### src/rtl/fetch_pc_gen.sv
// fetch_pc_gen: fetch PC generator with BTB lookup/update muxing and in-order prediction checking.
module fetch_pc_gen #(
  parameter logic [31:0] RESET_PC   = 32'h0000_0000,
  parameter int          FIFO_DEPTH = 4,
  parameter int          PTR_W      = 2
) (
  input  logic             clk,
  input  logic             rst_n,
  output logic [31:0]      btb_pc,
  input  logic             btb_hit,
  input  logic [31:0]      btb_target,
  output logic             btb_update,
  output logic             btb_taken,
  output logic [31:0]      btb_target_addr,
  output logic             if_valid,
  input  logic             if_ready,
  output logic [31:0]      if_pc,
  output logic             if_pred_taken,
  output logic [31:0]      if_pred_target,
  input  logic             ex_valid,
  input  logic [31:0]      ex_pc,
  input  logic             ex_is_branch,
  input  logic             ex_taken,
  input  logic [31:0]      ex_target,
  output logic             mispredict,
  output logic [PTR_W:0]   fifo_count,
  output logic             err
);
  localparam logic [PTR_W:0] DEPTH_C = (PTR_W+1)'(FIFO_DEPTH);
  logic [31:0]      r_fetch_pc;
  logic [32:0]      r_fifo [FIFO_DEPTH];
  logic [PTR_W-1:0] r_head, r_tail;
  logic [PTR_W:0]   r_count;
  logic             r_err;
  logic             w_empty, w_mismatch, w_push, w_pop;
  logic [32:0]      w_head;
  assign w_empty         = r_count == '0;
  assign w_head          = r_fifo[r_head];
  // The BTB has a single pc port, so a resolution steals it and stalls fetch.
  assign btb_pc          = ex_valid ? ex_pc : r_fetch_pc;
  assign btb_update      = rst_n & ex_valid & ex_is_branch;
  assign btb_taken       = ex_valid & ex_taken;
  assign btb_target_addr = ex_valid ? ex_target : 32'h0;
  assign if_valid        = rst_n & ~ex_valid & (r_count != DEPTH_C);
  assign if_pc           = r_fetch_pc;
  assign if_pred_taken   = btb_hit;
  assign if_pred_target  = btb_hit ? btb_target : 32'h0;
  assign w_mismatch      = (ex_taken != w_head[32]) | (ex_taken & (ex_target != w_head[31:0]));
  assign mispredict      = rst_n & ex_valid & ~w_empty & w_mismatch;
  assign w_push          = if_valid & if_ready;
  assign w_pop           = ex_valid & ~w_empty;
  assign fifo_count      = r_count;
  assign err             = r_err;
  always_ff @(posedge clk) begin
    if (!rst_n) begin
      r_fetch_pc <= RESET_PC;
      r_head     <= '0;
      r_tail     <= '0;
      r_count    <= '0;
      r_err      <= 1'b0;
    end else begin
      if (mispredict) begin
        r_head     <= '0;
        r_tail     <= '0;
        r_count    <= '0;
        r_fetch_pc <= ex_taken ? ex_target : ex_pc + 32'd4;
      end else if (w_pop) begin
        r_head  <= r_head + PTR_W'(1);
        r_count <= r_count - (PTR_W+1)'(1);
      end else if (w_push) begin
        r_fifo[r_tail] <= {if_pred_taken, if_pred_target};
        r_tail         <= r_tail + PTR_W'(1);
        r_count        <= r_count + (PTR_W+1)'(1);
        r_fetch_pc     <= btb_hit ? btb_target : r_fetch_pc + 32'd4;
      end
      if (ex_valid && w_empty) r_err <= 1'b1;
    end
  end
endmodule

### config.mk
export PLATFORM = sky130hd
export DESIGN_NAME = fetch_pc_gen
export DESIGN_NICKNAME = d
export VERILOG_FILES = /design/src/rtl/fetch_pc_gen.sv
export SDC_FILE = /design/constraint.sdc
export NUM_CORES = 1
export LEC_CHECK = 0
export ABC_AREA = 1
export BUFFER_PORTS_ARGS = -buffer_cell sky130_fd_sc_hd__buf_2
export CAP_MARGIN = 5
export CORE_MARGIN = 3
export CORE_UTILIZATION = 35
export CTS_CLUSTER_DIAMETER = 50
export DETAILED_ROUTE_END_ITERATION = 7
export GPL_TIMING_DRIVEN = 0
export PLACE_DENSITY_LB_ADDON = 0.15
export SKIP_LAST_GASP = 1
export SYNTH_ARGS = -nofsm -noshare
export SYNTH_HDL_FRONTEND = slang
export SYNTH_SLANG_ARGS = --single-unit
### constraint.sdc
create_clock -name clk -period 10.2 [get_ports clk]
set_input_delay 1.53 -clock clk [delete_from_list [all_inputs] [get_ports clk]]
set_output_delay 1.53 -clock clk [all_outputs]
set_load 0.01 [all_outputs]
==> results.md <==
- Simple-gate area share of the yosys netlist: 34.58%
- CTS Buf Count: 17
- Vias in the first global route: 9764
- Most common cell after layout, fill and taps aside: nand2_1
- Largest net degree at the start of global routing: 22
- Total gr overflow: 0
- Ys Warns: 0
- Vias per cell: 5.092
- Share of cells above drive strength 1: 18.14%
- CP arrival: 3670 ps
- Cell area after synthesis: 10450 um2
- Starting density of the core: 35.93%
- Critical path data required time: 8670 ps
- Antenna viol nets, final: 0
- Family with the most delay on the worst path: buffers and inverters
- Worst hold stages: 2
- Placed cells: 2077
- Syn-to-layout area delta: 22.85%
- # setup viols final: 0
- Fin crit share: 50.94%
- Xor-xnor portion of the synthesized cell area: 2.095%
- Leak: 6.142 nW
- Worst path bufs/invs: 5
- Initial antenna violation count: 4
- FMAX: 192.5 MHz
- Layout Skew: 13.82 ps
- Hold-fix buffers, CTS: 0
- Root buf cell: clkbuf_16
- Clk sinks: 174
- DP HPWL: 35380 um
- Post-CTS Setup Bufs: 0
- H-tree Lvls: 4
- Yosys reg bits: 174
- WL final: 44780 um
- Final Hold Slack: 490.8 ps
- DR pass1 iterations: 5
- Max rail drop VDD: 0.09051 mV
- Core ar.: 29090 um2
- PortBufs: 236
- Relative slew slack: 39.67%
- RD Place Congestion: 0.9562
- Complex-gate fraction of the synthesized area: 6.799%
- Worst-path clk slew: 80 ps
- Clock buffer depth: 2
- Min Tclk post-route: 5196 ps
- Critical path class: in2out
- Mapped Avg Cell Area: 7.194 um2
- Post-route setup TNS: 0 ps
- CTS tree: yes
- Multiplexer area fraction after synthesis: 0%
- Die area: 31970 um2
- Most frequent cells in the layout: nand2_1, buf_2, inv_1, nand3_1, edfxtp_1
- Design Area, Final: 12840 um2
- Levels on crit path: 6
- Post-synthesis sequential area ratio: 45.97%
- Design Power: 2.188 mW
- Startpoint class of the critical path: primary input
- Vias: 10760
- Max Cap Violations: 0
- 1st-iter DRT viols: 1021
- GR Util All Layers: 27.58%
- FP Rows: 62
- Synthesized instance count: 1453
- DRC viols: 0
- Slew Limit Fails: 0
- Net Count, Synth: 1563
- Hold Fails Final Rpt: 0
- Wire per inst: 21.20 um
- Post-DP Area: 12240 um2
- Critical Path End Type: output pin
- Largest family of logic cells by synthesized area: simple AND/OR/NAND/NOR gates
- Post-CTS resize count: 0
- Worst min path class: reg2reg
- Power Dens Cells: 170.4 nW/um2
- RSZ-0062 raised after global routing: no
- Top-Level Pins: 240
- Largest stage delay on the critical path: 590 ps
- FF-to-FF setup slack: 6970 ps
- Crit-path most repeated cell: buf_2
- Die Span Y: 178.8 um
- First-pass GRT wire length: 63570 um
- Final Non-Filler Cells: 2112
- Least-Margin Pin Slew: 905.0 ps
- R2R depth: 16
- Critical-path cell list: buf_2, clkbuf_1, buf_1, nand2_1, inv_1, buf_2
- Final net count: 1822
- Unique masters post-synth: 35
- Worst Path Max Fanout: 10
- CP max-delay cell: clkbuf_1
- R2R Path End: if_pc[17]
- Worst setup path end: if_pred_target[19]
- Post-Synth Adder-Cell Area: 0.9097%
- Die width: 178.8 um
- Worst skew pair latency: 440 ps
- Critical Path Source: btb_hit
- Status: finished, final reports clean
## state kept, by name, summed over array words and instances (netlist names), named ones only
signal	cells
r_fifo	132
err	1
r_tail	2
r_head	2
if_pc	32
fifo_count	3
## metrics by stage
stage | setup WS, ps | utilization, %
final | 5004 | 44.14
after global routing | 4946 | 44.14
after CTS | 5044 | 44.12
after detailed placement | 5049 | 42.07
after global placement | 3712 | 41.64
after floorplan | 5525 | -
## layout make-up
| type | count | area, um2 |
|---|---|---|
| Fill cell | 3103 | 16250 |
| Multi-Input combinational cell | 1026 | 4669 |
| Antenna cell | 3 | 7.507 |
| Clock buffer | 17 | 425.4 |
| Tap cell | 384 | 480.5 |
| Sequential cell | 174 | 4805 |
| Buffer | 65 | 302.8 |
| Inverter | 188 | 705.7 |
| Timing Repair Buffer | 240 | 1276 |
| Clock inverter | 15 | 168.9 |
## metal layers
layer | track usage [%] | vias up | share of wire (%)
met1 | 38.61 | 5017 | 44
met4 | 8.669 | 2 | 2.3
met5 | 0 | - | 0.018
met3 | 4.003 | 55 | 7.3
li1 | - | 5215 | -
met2 | 44.12 | 466 | 46
## worst min-delay path: stages, from the launching register on
cell	delay, ps
dfxtp_1	340
nand2_1	50
o21ai_0	60
## power by group
part / leakage [nW] / switching (mW) / internal, mW / total, mW
sequential: 1.55 / 0.0411 / 0.800 / 0.841
combinational: 4.31 / 0.459 / 0.214 / 0.673
clock: 0.282 / 0.323 / 0.350 / 0.673
total: 6.14 / 0.824 / 1.36 / 2.19
## cells by family after synthesis
group,count (synthesis)
AOI/OAI and AO/OA,135
xor gates and xnor gates,25
adders and majority gates,7
buffers and inverters,253
DFF,174
and+or+nand+nor,859
## synth_stat cells, drive strengths merged
| cell type | number | area share (%) |
|---|---|---|
| dfxtp | 42 | 8.0 |
| edfxtp | 132 | 38 |
| clkinv | 3 | 0.11 |
| xor2 | 19 | 1.6 |
| fa | 1 | 0.19 |
| nor3b | 4 | 0.29 |
| nand2 | 534 | 19 |
| o21ai | 82 | 3.9 |
| nand4 | 18 | 1.1 |
| nand3 | 184 | 8.8 |
| nor3 | 21 | 1.0 |
| o22ai | 2 | 0.12 |
| buf | 33 | 1.7 |
| a21oi | 39 | 1.9 |
| nand3b | 13 | 0.93 |
| xnor2 | 6 | 0.50 |
| a31oi | 2 | 0.12 |
| inv | 185 | 6.6 |
| o21a | 1 | 0.072 |
| a21o | 1 | 0.072 |
| o211ai | 1 | 0.072 |
| nor4 | 2 | 0.12 |
| o21bai | 4 | 0.32 |
| a311oi | 1 | 0.084 |
| o31ai | 2 | 0.14 |
| clkbuf | 32 | 1.1 |
| or2 | 7 | 0.42 |
| ha | 6 | 0.72 |
| nor2 | 76 | 2.7 |
## worst min path at each step
stage,startpoint,endpoint,slack [ps]
after global routing,err,err,530
after global placement,err,err,460
final,err,err,490
after detailed placement,err,err,480
after CTS,err,err,500
after floorplan,r_tail[1],r_tail[1],470
No activity file was read; power rests on OpenSTA's default activity.
